File: src/rtl/stack_ctrl.sv
// Command front end for a shift-only stack_reg: push/pop/swap sequencing, occupancy and errors.
// Optional high-water mark tracking is enabled by defining STACK_CTRL_WATERMARK_EN.
module stack_ctrl #(
  parameter int unsigned DEPTH = 8
) (
  input  logic                       sysclk,
  input  logic                       sysreset_n,
  input  logic                       cmd_push,
  input  logic                       cmd_pop,
  input  logic [15:0]                cmd_data,
  output logic                       cmd_ready,
  input  logic                       clear_err,
  output logic                       stk_load,
  output logic                       stk_read,
  output logic [15:0]                stk_data_in,
  output logic [$clog2(DEPTH+1)-1:0] count,
  output logic                       empty,
  output logic                       full,
  output logic                       err_ovf,
  output logic                       err_unf,
  output logic [$clog2(DEPTH+1)-1:0] hwm
);

  localparam int unsigned CW = $clog2(DEPTH + 1);
  localparam logic [CW-1:0] DepthC = CW'(DEPTH);
  localparam logic [CW-1:0] OneC   = CW'(1);

  typedef enum logic [1:0] {
    StIdle,
    StSwapPop,
    StSwapPush
  } state_e;

  state_e         state_q, state_d;
  logic           load_q, load_d;
  logic           read_q, read_d;
  logic [15:0]    data_q, data_d;
  logic [15:0]    swap_data_q, swap_data_d;
  logic [CW-1:0]  count_q, count_d;
  logic           ovf_q, ovf_d;
  logic           unf_q, unf_d;
  logic           ovf_set, unf_set;
  logic           is_empty, is_full;

  assign is_empty = (count_q == '0);
  assign is_full  = (count_q == DepthC);

  always_comb begin
    state_d     = state_q;
    load_d      = 1'b0;
    read_d      = 1'b0;
    data_d      = data_q;
    swap_data_d = swap_data_q;
    count_d     = count_q;
    ovf_set     = 1'b0;
    unf_set     = 1'b0;

    unique case (state_q)
      StIdle: begin
        unique case ({cmd_push, cmd_pop})
          2'b10: begin
            // A push while full still loads: stack_reg drops its bottom entry.
            load_d = 1'b1;
            data_d = cmd_data;
            if (is_full) begin
              ovf_set = 1'b1;
            end else begin
              count_d = count_q + OneC;
            end
          end
          2'b01: begin
            if (is_empty) begin
              unf_set = 1'b1;
            end else begin
              read_d  = 1'b1;
              count_d = count_q - OneC;
            end
          end
          2'b11: begin
            if (is_empty) begin
              // Nothing to replace: flag it and behave as a plain push.
              unf_set = 1'b1;
              load_d  = 1'b1;
              data_d  = cmd_data;
              count_d = count_q + OneC;
            end else begin
              read_d      = 1'b1;
              swap_data_d = cmd_data;
              state_d     = StSwapPop;
            end
          end
          default: ;
        endcase
      end
      StSwapPop: begin
        load_d  = 1'b1;
        data_d  = swap_data_q;
        state_d = StSwapPush;
      end
      StSwapPush: begin
        state_d = StIdle;
      end
      default: begin
        state_d = StIdle;
      end
    endcase
  end

  // A same-cycle error event overrides clear_err.
  always_comb begin
    ovf_d = (ovf_q & ~clear_err) | ovf_set;
    unf_d = (unf_q & ~clear_err) | unf_set;
  end

  always_ff @(posedge sysclk) begin
    if (!sysreset_n) begin
      state_q     <= StIdle;
      load_q      <= 1'b0;
      read_q      <= 1'b0;
      data_q      <= '0;
      swap_data_q <= '0;
      count_q     <= '0;
      ovf_q       <= 1'b0;
      unf_q       <= 1'b0;
    end else begin
      state_q     <= state_d;
      load_q      <= load_d;
      read_q      <= read_d;
      data_q      <= data_d;
      swap_data_q <= swap_data_d;
      count_q     <= count_d;
      ovf_q       <= ovf_d;
      unf_q       <= unf_d;
    end
  end

`ifdef STACK_CTRL_WATERMARK_EN
  logic [CW-1:0] hwm_q, hwm_d;

  always_comb begin
    hwm_d = hwm_q;
    if (clear_err) begin
      hwm_d = count_d;
    end else if (count_d > hwm_q) begin
      hwm_d = count_d;
    end
  end

  always_ff @(posedge sysclk) begin
    if (!sysreset_n) begin
      hwm_q <= '0;
    end else begin
      hwm_q <= hwm_d;
    end
  end

  assign hwm = hwm_q;
`else
  assign hwm = '0;
`endif

  assign cmd_ready   = (state_q == StIdle);
  assign stk_load    = load_q;
  assign stk_read    = read_q;
  assign stk_data_in = data_q;
  assign count       = count_q;
  assign empty       = is_empty;
  assign full        = is_full;
  assign err_ovf     = ovf_q;
  assign err_unf     = unf_q;

endmodule

File: config.mk
export PLATFORM = sky130hd
export DESIGN_NAME = stack_ctrl
export DESIGN_NICKNAME = d
export VERILOG_FILES = /design/src/rtl/stack_ctrl.sv
export SDC_FILE = /design/constraint.sdc
export NUM_CORES = 1
export LEC_CHECK = 0
export CORE_MARGIN = 2
export CORE_UTILIZATION = 48
export DETAILED_ROUTE_END_ITERATION = 10
export GPL_TIMING_DRIVEN = 0
export PLACE_DENSITY = 0.79
export SLEW_MARGIN = 20
export SYNTH_ARGS = -nofsm -noshare
export SYNTH_HDL_FRONTEND = slang
export SYNTH_SLANG_ARGS = --single-unit
File: constraint.sdc
create_clock -name sysclk -period 2.45 [get_ports sysclk]
set_input_delay 0.3675 -clock sysclk [delete_from_list [all_inputs] [get_ports sysclk]]
set_output_delay 0.3675 -clock sysclk [all_outputs]
set_load 0.02 [all_outputs]
Word level (Yosys, flattened, before mapping):

Index checks and enable logic that the tools add are counted.

* div/mod/pow operators: 0
* equal/unequal tests: 12
* order comparisons: 0
* mux-type cells: 19
* $add $sub $neg: 2
* bitwise logic cells: 6
* shift operators: 0
* $mul: 0
* reduce and logical (&&, ||, !) cells: 10

Operators with widths (number)
* $pmux 16 s2: 2
* $mux 16: 1
* $mux 4: 3
* $pmux 4 s3: 1
* $reduce_and 3->1: 3
* $ne 2x2->1 const B: 4
* $mux 1: 7
* $reduce_and 5->1: 1
* $add 4x1->4 const B: 1
* $eq 2x1->1 const B: 2
* $eq 2x2->1 const B: 2
* $eq 4x4->1 const B: 1
* $logic_not 4->1: 1
* $mux 2: 2
* $pmux 1 s2: 2
* $pmux 2 s2: 1
* $sub 4x1->4 const B: 1
* $ne 3x1->1 const B: 1
* $ne 3x3->1 const B: 1
* $reduce_bool 3->1: 1
* $and 1x1->1: 2
* $logic_not 2->1: 1
* $ne 2x1->1 const B: 1
* $not 1->1: 2
* other kinds (4): 5

* logic and storage cells: 57
* bits in writable memories: 0
* register bits: 42
* memories kept: 0
* bits in latches: 0
* output and inout port bits: 31
* memory bits (read-only): 0
* bits of input ports: 21

Logic depth before layout (Yosys ltp):

Gate-level depths: netlist of run 1.

* word-level depth: 5
* depth in mapped cells: 8
* mapped depth without buffers: 7

Least setup slack after synthesis of run 1:

No wires, ideal clock.

* path type: input to register
* from: input port cmd_push
* to: register count_q[3], in the netlist count[3]
* slack: 633 ps
* arrival time: 1746 ps
* buffers on the path: 1
* cell stages on the path: 8
* library setup time: 72 ps
* required time: 2378 ps
* cell sequence: buf_2 > nand2b_1 > inv_1 > ha_1 > a21oi_1 > a21oi_1 > a211oi_1 > mux2i_1

* word-level cells in the longest chain between the ends: 3
* elaborated cells on any way between the ends: 9
* classes of those cells: eq/ne (6); mux (1); reduce/logical (2)

RTL lines
* start: declaration: RTL line 8 `input logic cmd_push,`
* $eq 2x2->1 / $eq 2x1->1 (equally long branches): RTL line 60 `unique case ({cmd_push, cmd_pop})`
* $ne 2x2->1 (no source line) / $reduce_bool 3->1 (equally long branches)
* $reduce_and 5->1 (no source line)
* end signal: assignment: RTL line 131 `count_q <= count_d;`
* end: declaration: RTL line 39 `logic [CW-1:0] count_q, count_d;`

Parallel ways exist; a longest one is shown, timed or not.
A chain may end at the register's enable or synchronous reset.

Worst setup path after layout of run 1:

* from: register count_q[0], in the netlist count[0]
* to: output port full

* word-level cells in the longest chain between the ends: 1

RTL lines
* $eq 4x4->1: RTL line 46 `assign is_full = (count_q == DepthC);`
* end: declaration: RTL line 18 `output logic full,`

Every way passes these cells.

==> run metrics, run 1 <==
highest clock rate 0.426 GHz; Skew-Pair Late Insertion Delay 0.29 ns; fin crit share 0.957; HPWL Detailed 3.09 mm; async set-reset flop share out of synthesis 0; Mapped Cells 197; top post-synthesis cells by count dfxtp_1 (42), mux2i_1 (34), nor2_1 (20), a31o_1 (16), nor4_1 (16); Initial Util 0.492; clock share of power 0.183; CP Max Fanout 7; busiest grt layer met2; Final Power 2510 uW; Avg Inst Size Synth 9.84 um2; Congestion Overflow GR 0; total number of vias 1639; critical path class reg2out; count leader, synth dfxtp_1; placed cell count 296; setup tns final 0 ns; Worst Hold Class in2reg; startpoint types flop; DR WL/cell 14.4 um; Peak VDD IR 0.628 mV; Switching Share 0.372; post-synthesis simple-gate area fraction 0.168; area leader, netlist dfxtp_1; RSZ-0062 raised after global routing no; slowest library cell on the worst path clkdlybuf4s50_1; DRC violations left 0; top cell type's share of synthesized area 0.434; Clock Sink Count 42; antenna-violating nets left 0; first-pass GRT wire length 7.10 mm; PD cells 978 nW/um2; critical path data arrival time 1.98 ns; switching power 932 uW; clk slew on worst S/H paths 0.08 ns; Final Max Slew Viols 0; Port Buffer Count 46; synthesized flop and latch total 42; boundary pin count 52; post-synth cell types 35; fillers 342; EDFF count, synth 0; WHS 0.420 ns; Layout Cells excl Fill 304; cts hold-fix bufs 0; Die ar. 4560 um2; actual slew at the worst max-slew pin 0.526 ns; Antenna diodes 0; H-tree depth 2; sequential share of the synthesized area 0.434; count of final setup violators 0; final wirelength 4.37 mm; Largest stage delay, worst path 0.62 ns; status complete, no violations; Seq pwr share 0.370; crit path capture type output pin; pin count of the biggest net entering global routing 13; Root Driver clkbuf_8; YS warnings 0; setup repair bufs after CTS 0; Synth Area in Compound Gates 0.117; min Tclk post-route 2.35 ns; Num CTS Buffers 5; largest cells by area after synthesis dfxtp_1 (43%), mux2i_1 (18%), a31o_1 (7.2%), nor4_1 (5.2%), nor2_1 (3.9%); GR Layer Usage met2 0.354; vias per std cell 5.39; leakage power 0.00117 uW; Worst Path Buf+Inv 1; Rows 23; crit path cell chain or3_2, nor2_1, clkdlybuf4s50_1; CTS resizes 1; Logic pwr share 0.447; met1 Use GR 0.249; critical path required time 2.08 ns; mux share of post-synthesis cell area 0.183; TritonRoute pass-1 iters 4; Max transition margin 0.649; family with the most delay on the worst path simple AND/OR/NAND/NOR gates; Routability Congestion 0.807; layout cells sized above 1 0.0906; fin nets 277; die height 67.5 um; initial antenna violation count 0; Die Wd 67.5 um; GR Util All Layers 0.210; Register Area 841 um2; Post-Synth Adder-Cell Area 0.0232; P&R area growth vs syn 32.2%; max cap viols 0; Cell Area, Synth 1940 um2; area of the multi-input gates 977 um2; Max clock buf depth 2; Synth Area in XOR/XNOR 0.00452; main flop type after synthesis dfxtp_1; largest family of logic cells by synthesized area multiplexers; Layout Skew 0.00620 ns; vias in the first global route 1571; CTS tree built; Core Area 3940 um2; cell-internal power 1580 uW; initial DRC count 61; grt met3 use 0.0550; Final Hold Viols 0
sequential cells by signal (all words and copies together), names as in the netlist:
signal,flops
stk_load,1
state_q,2
err_ovf,1
err_unf,1
count,4
stk_read,1
stk_data_in,16
swap_data_q,16
kinds of logic after synthesis:
logic type	count (synthesis)
flops	42
xor+xnor	1
compound gates	29
other cells	1
simple gates	59
buf+inv	27
mux	35
fa+ha+maj	3
worst reg2reg max path, delay by kind of cell (launching register included):
family,cells,cell delay (ns)
simple gates,3,0.78
flops,1,0.38
buf+inv,2,0.38
mux,1,0.22
power groups by stage:
stage	Clock (uW)	Sequential, uW	Combinational, uW
floorplan	0	1040	628
global placement	0	936	1120
detailed placement	0	942	1120
CTS	464	929	1120
global route	487	947	1210
finish	458	928	1120
worst paths after layout:
path | startpoint | endpoint | slack, ns | cells past startpoint
setup reg to reg | count[0]$_SDFFE_PN0P_ | swap_data_q[7]$_SDFFE_PN0P_ | 0.57 | 6
hold reg to reg | err_ovf$_SDFF_PN0_ | err_ovf$_SDFF_PN0_ | 0.47 | 2
hold / removal | cmd_push | state_q[0]$_SDFFE_PN0P_ | 0.42 | 2
setup / recovery | count[0]$_SDFFE_PN0P_ | full | 0.10 | 3
area by class of cell:
type | count | share of cell area
multi-input combinational | 131 | 0.381
sequential | 42 | 0.328
timing repair buffer | 46 | 0.179
buffer | 20 | 0.0410
clock buffer | 7 | 0.0337
tap | 50 | 0.0244
inverter | 7 | 0.0103
clock inverter | 1 | 0.00195
routing by layer:
metal  wire [um]  vias up
met5           0        -
met4          46        0
met3         252        4
met2        2080       43
met1        1990      774
li1            -      818
placed cells by master (no fill, tap or decap), types with 2 or more instances in the layout:
cell / synthesis / routed
and3_1: 2 / 2
a21oi_1: 6 / 6
buf_2: 6 / 6
o21ai_1: 3 / 3
dfxtp_1: 42 / 42
nor4_1: 16 / 16
nand2_1: 3 / 3
nor2_1: 20 / 20
nand2b_1: 4 / 4
clkdlybuf4s50_1: 0 / 45
buf_4: 4 / 4
inv_1: 7 / 7
conb_1: 1 / 4
a31o_1: 16 / 16
ha_1: 2 / 2
clkbuf_8: 0 / 6
clkbuf_1: 8 / 9
mux2i_1: 34 / 34
nand3_1: 5 / 5
metrics by stage:
stage	setup WS [ns]	utilization	area (um2)
5_1_grt	0.0105	0.650	2560
6_report	0.105	0.650	2560
2_1_floorplan	0.633	-	1950
4_1_cts	0.0940	0.650	2560
3_3_place_gp	0.0578	0.627	2470
3_5_place_dp	0.00975	0.627	2470
No activity file was read; power rests on OpenSTA's default activity.
==> inputs of run 2 (changes only) <==
--- a/config.mk
+++ b/config.mk
@@ -5,11 +5,13 @@
 export SDC_FILE = /design/constraint.sdc
 export NUM_CORES = 1
 export LEC_CHECK = 0
+export CELL_PAD_IN_SITES_DETAIL_PLACEMENT = 0
+export CELL_PAD_IN_SITES_GLOBAL_PLACEMENT = 1
 export CORE_MARGIN = 2
-export CORE_UTILIZATION = 48
+export CORE_UTILIZATION = 36
 export DETAILED_ROUTE_END_ITERATION = 10
 export GPL_TIMING_DRIVEN = 0
-export PLACE_DENSITY = 0.79
+export PLACE_DENSITY_LB_ADDON = 0.1
 export SLEW_MARGIN = 20
 export SYNTH_ARGS = -nofsm -noshare
 export SYNTH_HDL_FRONTEND = slang
==> run 2 against run 1 <==
Compared with the run above: non-clock buffer count unchanged; global-route usage decreased by 5.3 points; worst hold slack lost 0.0014 ns; core utilization is 15 points lower; routed wire length up 2.0%; critical path type unchanged; highest routed layer unchanged.
==> run metrics, run 2 (synthesized netlist as in run 1, its figures left out) <==
Die ar. 5990 um2; initial DRC count 80; Final Hold Viols 0; Congestion Overflow GR 0; HPWL Detailed 3.20 mm; Layout Skew 0.00645 ns; GR Layer Usage met2 0.250; antenna-violating nets left 0; initial antenna violation count 0; highest clock rate 0.431 GHz; Skew-Pair Late Insertion Delay 0.29 ns; PD cells 967 nW/um2; met1 Use GR 0.216; busiest grt layer met2; critical path required time 2.08 ns; slowest library cell on the worst path clkdlybuf4s50_1; vias per std cell 5.02; Num CTS Buffers 5; clk slew on worst S/H paths 0.08 ns; crit path capture type output pin; die height 77.4 um; Max clock buf depth 2; H-tree depth 2; Initial Util 0.377; Clock Sink Count 42; crit path cell chain or3_2, nor2_1, clkdlybuf4s50_1; total number of vias 1627; Layout Cells excl Fill 324; clock share of power 0.182; count of final setup violators 0; pin count of the biggest net entering global routing 13; switching power 925 uW; final wirelength 4.45 mm; vias in the first global route 1554; Port Buffer Count 46; DR WL/cell 13.7 um; min Tclk post-route 2.32 ns; Core Area 5140 um2; Final Power 2510 uW; fin crit share 0.948; critical path class reg2out; cell-internal power 1580 uW; Routability Congestion 0.791; P&R area growth vs syn 33.7%; Largest stage delay, worst path 0.63 ns; boundary pin count 52; startpoint types flop; Seq pwr share 0.369; leakage power 0.00118 uW; CTS tree built; Max transition margin 0.657; placed cell count 316; fin nets 277; most frequent cells in the layout clkdlybuf4s50_1 (45), dfxtp_1 (42), mux2i_1 (34); grt met3 use 0.0372; commonest non-fill, non-tap cell in the layout clkdlybuf4s50_1; Worst Hold Class in2reg; WHS 0.419 ns; max cap viols 0; GR Util All Layers 0.158; Switching Share 0.369; Die Wd 77.4 um; Final Max Slew Viols 0; DRC violations left 0; first-pass GRT wire length 7.55 mm; status complete, no violations; Root Driver clkbuf_8; TritonRoute pass-1 iters 4; cts hold-fix bufs 0; Peak VDD IR 0.449 mV; setup tns final 0 ns; Rows 26; Logic pwr share 0.449; Antenna diodes 0; critical path data arrival time 1.95 ns; actual slew at the worst max-slew pin 0.515 ns; RSZ-0062 raised after global routing no; CP Max Fanout 7; layout cells sized above 1 0.0906
run 2: power groups by stage:
| stage | combinational [uW] | sequential (uW) | clock (uW) |
|---|---|---|---|
| global placement | 1130 | 939 | 0 |
| CTS | 1140 | 925 | 468 |
| global route | 1230 | 949 | 503 |
| finish | 1130 | 925 | 456 |
| detailed placement | 1140 | 939 | 0 |
| floorplan | 628 | 1040 | 0 |
run 2: timing repair:
action | CTS | global route
endpoints found under the setup margin | 0 | 1
gates resized for setup | 0 | 1
endpoints found under the hold margin | 0 | 0
setup buffers | 0 | 0
run 2: path summary, 6_finish.rpt:
kind                                            start                           to  slack (ns)  cells after the start
worst max-delay path            count[0]$_SDFFE_PN0P_                         full        0.13                      3
worst min-delay path                         cmd_push      state_q[0]$_SDFFE_PN0P_        0.42                      2
worst max register to register  count[3]$_SDFFE_PN0P_  stk_data_in[2]$_SDFFE_PN0P_        0.57                      6
worst min register to register     err_ovf$_SDFF_PN0_           err_ovf$_SDFF_PN0_        0.47                      2
run 2: routing by layer:
| metal | up-vias | part of all wire | wire length [um] |
|---|---|---|---|
| met5 | - | 0 | 0 |
| met4 | 0 | 0.0083 | 37 |
| met3 | 4 | 0.042 | 189 |
| met2 | 36 | 0.46 | 2050 |
| met1 | 770 | 0.49 | 2180 |
| li1 | 817 | - | - |
run 2: area by class of cell:
class                      instances  area [um2]
multi-input combinational        131         977
timing repair buffer              46         463
clock buffer                       7        86.3
sequential                        42         841
fill                             554        2550
inverter                           7        26.3
tap                               70        87.6
clock inverter                     1        5.00
buffer                            20         105
run 2: through the flow:
| stage | worst slack (ns) | area, um2 | utilization |
|---|---|---|---|
| after global routing | 0.0259 | 2590 | 0.504 |
| final | 0.128 | 2590 | 0.504 |
| after global placement | 0.0131 | 2500 | 0.486 |
| after detailed placement | 0.0246 | 2500 | 0.486 |
| after floorplan | 0.633 | 1950 | - |
| after CTS | 0.0158 | 2590 | 0.504 |
run 2: worst max-delay path: cells and delay by family, from the launching register on:
kind	cells	cell delay, ns
buf+inv	1	0.63
flops	1	0.37
simple gates	2	0.66
==> edit 1 (config.mk and constraints of run 1) <==
Remove the case item `2'b11` of the case on `{cmd_push, cmd_pop}`.
--- a/src/rtl/stack_ctrl.sv
+++ b/src/rtl/stack_ctrl.sv
@@ -74,19 +74,6 @@
             end else begin
               read_d  = 1'b1;
               count_d = count_q - OneC;
-            end
-          end
-          2'b11: begin
-            if (is_empty) begin
-              // Nothing to replace: flag it and behave as a plain push.
-              unf_set = 1'b1;
-              load_d  = 1'b1;
-              data_d  = cmd_data;
-              count_d = count_q + OneC;
-            end else begin
-              read_d      = 1'b1;
-              swap_data_d = cmd_data;
-              state_d     = StSwapPop;
             end
           end
           default: ;
Formal check against the unedited RTL: not equivalent (a bounded check fails within 4 cycles, from zero or initial values and one cycle with sysreset_n low).
==> edit 1 against run 1 <==
Sequential power down 54%; critical path depth up 1; cell area down 39%; worst setup slack better by 0.084 ns; clock skew down 0.0056 ns; count of clock-buffer cells in the layout down 3; wire length down 47%; register-to-register slack better by 0.25 ns; total power down 66%; synthesized area down 47%; sequential cell count down 18; global-route usage down 2.1 points; clock power down 56%; largest cell class is now non-clock buffers.
==> edit 1: results (changes against run 1) <==
- Post-synthesis compound-gate area fraction: 14.74% (+3.0 points)
- Root buffer cell: clkbuf_4
- Layout fillers: 141 (-59%)
- Placed Area: 1533 sq um (-38%)
- Status: finished clean
- Routability Congestion: 0.7959 (-1.4%)
- Net Sw Power: 0.2313 mW (-75%)
- Seq. cell area: 480.5 sq um (-43%)
- Area share of fa/ha/maj cells after synthesis: 1.218% (-1.1 points)
- Non-clk invs: 1 (-6)
- Routed wire length: 2296 um (-47%)
- Initial DRC Count: 10 (-84%)
- Mapped Cells: 119 (-40%)
- WL met3: 175 um (-31%)
- Layout cells sized above 1: 9.302% (+0.25 points)
- Mux cell area share after synthesis: 3.045% (-15 points)
- Met1 wire length: 963 um (-51%)
- Hold crit path type: register to register
- Metal2 WL: 1140 um (-45%)
- Syn Area/Cell: 8.632 sq um (-12%)
- Nets: 195 (-30%)
- Most frequent cells after synthesis: nand2_1, dfxtp_1, a21boi_0
- Vias in the first global route: 869 (-45%)
- HPWL after detailed placement: 1759 um (-43%)
- Leakage: 0.6274 nW (-47%)
- Post-Synth XOR/XNOR Area: 2.558% (+2.1 points)
- Worst Path Arrival: 1.89 ns (-0.09 ns)
- Met3 GRT Util: 2.679% (-2.8 points)
- Crit path max-delay family: buffers and inverters
- Gr usage total: 18.91% (-2.1 points)
- CTS H-tree depth: 1 (-1)
- Clock share of power: 23.6% (+5.3 points)
- Pint: 0.6168 mW (-61%)
- Final clock-cell share: 2.303% (-1.3 points)
- Comb. pwr: 0.218 mW (-81%)
==> edit 1: stage by stage <==
stage                     hold slack, ns  setup slack [ns]
after global routing              0.4841            0.1060
after CTS                         0.4692           0.06838
after detailed placement          0.4513            0.3333
final                             0.4650            0.1889
after floorplan                   0.5024            0.7110
after global placement            0.4432            0.4309
==> edit 1: path summary, 6_finish.rpt <==
| check | slack [ns] | startpoint | depth (start not counted) | end |
|---|---|---|---|---|
| setup / recovery | 0.19 | count[1]$_SDFFE_PN0P_ | 4 | full |
| hold / removal | 0.46 | stk_data_in[10]$_SDFFE_PN0P_ | 2 | stk_data_in[10]$_SDFFE_PN0P_ |
| setup reg to reg | 0.82 | count[1]$_SDFFE_PN0P_ | 7 | count[2]$_SDFFE_PN0P_ |
| hold reg to reg | 0.46 | stk_data_in[10]$_SDFFE_PN0P_ | 2 | stk_data_in[10]$_SDFFE_PN0P_ |
==> edit 2 (config.mk and constraints of run 1) <==
Without the edit above. The option `STACK_CTRL_WATERMARK_EN` is turned on by a define.
--- a/src/rtl/stack_ctrl.sv
+++ b/src/rtl/stack_ctrl.sv
@@ -1,5 +1,7 @@
 // Command front end for a shift-only stack_reg: push/pop/swap sequencing, occupancy and errors.
 // Optional high-water mark tracking is enabled by defining STACK_CTRL_WATERMARK_EN.
+`define STACK_CTRL_WATERMARK_EN
+
 module stack_ctrl #(
   parameter int unsigned DEPTH = 8
 ) (
Check against the original RTL: not equivalent (Yosys sat finds a counterexample within 4 cycles, from zero or initial values and one cycle with sysreset_n low).
==> edit 2 against run 1 <==
The run now ends with setup timing left; wire length is 20% higher; sequential cell count grew 4; critical endpoint is now hwm[0]$_SDFFE_PN0P_; clock skew increased by 0.0018 ns; synthesized area increased by 12%; worst setup slack worse by 0.45 ns; cell area up 17%; via count up 22%; total power up 22%.
==> edit 2: results (changes against run 1) <==
- Status: finished, violations left
- Failing checks: setup timing
- Seq pwr: 0.973 mW (+4.8%)
- Met2 GRT Util: 34.36% (-1.1 points)
- Final setup vio count: 4 (+4)
- Routed vias/inst: 5.459 (+1.3%)
- Placed Area: 2805 sq um (+13%)
- Vias in the first global route: 1819 (+16%)
- Post-Synth XOR/XNOR Area: 0.7497% (+0.30 points)
- Routability Congestion: 0.8356 (+3.5%)
- Worst VDD drop: 0.5936 mV (-5.5%)
- Pint: 1.921 mW (+22%)
- Metal2 WL: 2473 um (+19%)
- WL met3: 248 um (-1.6%)
- Worst Path Arrival: 3.03 ns (+1.05 ns)
- Initial DRC Count: 188 (+210%)
- Initial antenna violation count: 0 (unchanged)
- Mux cell area share after synthesis: 7.382% (-11 points)
- Worst-path fanout max: 5 (-2)
- Leakage: 1.218 nW (+3.8%)
- Num rows: 24 (+4.3%)
- Nets: 341 (+23%)
- Slowest CP cell: or3b_4
- Register area share after synthesis: 42.45% (-0.94 points)
- Setup WS post-layout: -0.3469 ns (-0.4516 ns)
- Pin count of the biggest net entering global routing: 15 (+2)
- Routed wire length: 5237 um (+20%)
- Met1 Track Usage GR: 29.08% (+4.2 points)
- I/O Buffers: 51 (+11%)
- CTS clk-pin slew, worst paths: 0.08 ns (about the same)
- Net Sw Power: 1.144 mW (+23%)
- Gr usage total: 21.63% (+0.58 points)
- Yosys cell types: 44 (+26%)
- Worst-Skew Late Latency: 0.30 ns
- Post-synthesis compound-gate area fraction: 20.76% (+9.0 points)
- Hold crit path type: register to register
- Delay of the slowest critical-path stage: 0.38 ns (-0.24 ns)
- Most frequent cells after synthesis: dfxtp_1, nand2_1, a21oi_1, o31ai_1, nand3_1
- Clock Skews: 0.008016 ns (+0.001815 ns)
- HPWL after detailed placement: 3724 um (+20%)
- Met1 wire length: 2446 um (+23%)
- Met3 GRT Util: 5.063% (-0.44 points)
- Top FF cell, synth: dfxtp_1
- Clk. pwr: 0.521 mW (+14%)
- Area share of fa/ha/maj cells after synthesis: 4.037% (+1.7 points)
- Headroom to the max-slew limit: 64.49% (-0.42 points)
- Layout cells sized above 1: 14.97% (+5.9 points)
- First-pass GRT wire length: 8604 um (+21%)
- Synth top area cells: dfxtp_1, mux2i_1, o31ai_1
[edit 2: logic make-up (layout without fill, tap and decap cells)]
| family | Yosys count | after routing |
|---|---|---|
| flops | 46 | 46 |
| buf+inv | 27 | 95 |
| simple gates | 85 | 85 |
| fa+ha+maj | 7 | 7 |
| xor+xnor | 1 | 1 |
| compound gates | 64 | 64 |
| mux | 16 | 16 |
[edit 2: path summary, 6_finish.rpt]
check | to | depth (start not counted) | from
min reg2reg | swap_data_q[13]$_SDFFE_PN0P_ | 2 | swap_data_q[13]$_SDFFE_PN0P_
min | swap_data_q[13]$_SDFFE_PN0P_ | 2 | swap_data_q[13]$_SDFFE_PN0P_
max reg2reg | hwm[0]$_SDFFE_PN0P_ | 13 | count[0]$_SDFF_PN0_
max | hwm[0]$_SDFFE_PN0P_ | 13 | count[0]$_SDFF_PN0_
[edit 2: what timing repair did]
action | CTS | global route
gates resized for setup | 7 | 5
gates cloned | 0 | 0
pin swaps | 6 | 3
setup endpoints to repair | 5 | 4
buffers inserted | 7 | 2
[edit 2: per-stage QoR]
stage | utilization [%] | hold WS, ns | TNS [ns] | worst slack [ns] | std cells
floorplan | - | 0.4357 | -0.7855 | -0.2310 | 246
global placement | 64.43 | 0.4403 | -2.557 | -0.6735 | 349
detailed placement | 64.43 | 0.4470 | -2.552 | -0.6737 | 349
CTS | 68.16 | 0.4584 | -1.309 | -0.3322 | 364
global route | 68.97 | 0.4747 | -1.768 | -0.4531 | 366
finish | 68.97 | 0.4556 | -1.325 | -0.3469 | 366
[edit 2: layout make-up]
type                    count  area, sq um
clock inverters             1        6.256
clock buffers               7        97.59
well taps                  52        65.06
multi-input cells         173         1209
inverters                  11        48.80
plain buffers              16        71.32
repair buffers             60        576.8
flip-flops and latches     46        928.4
fillers                   356         1351
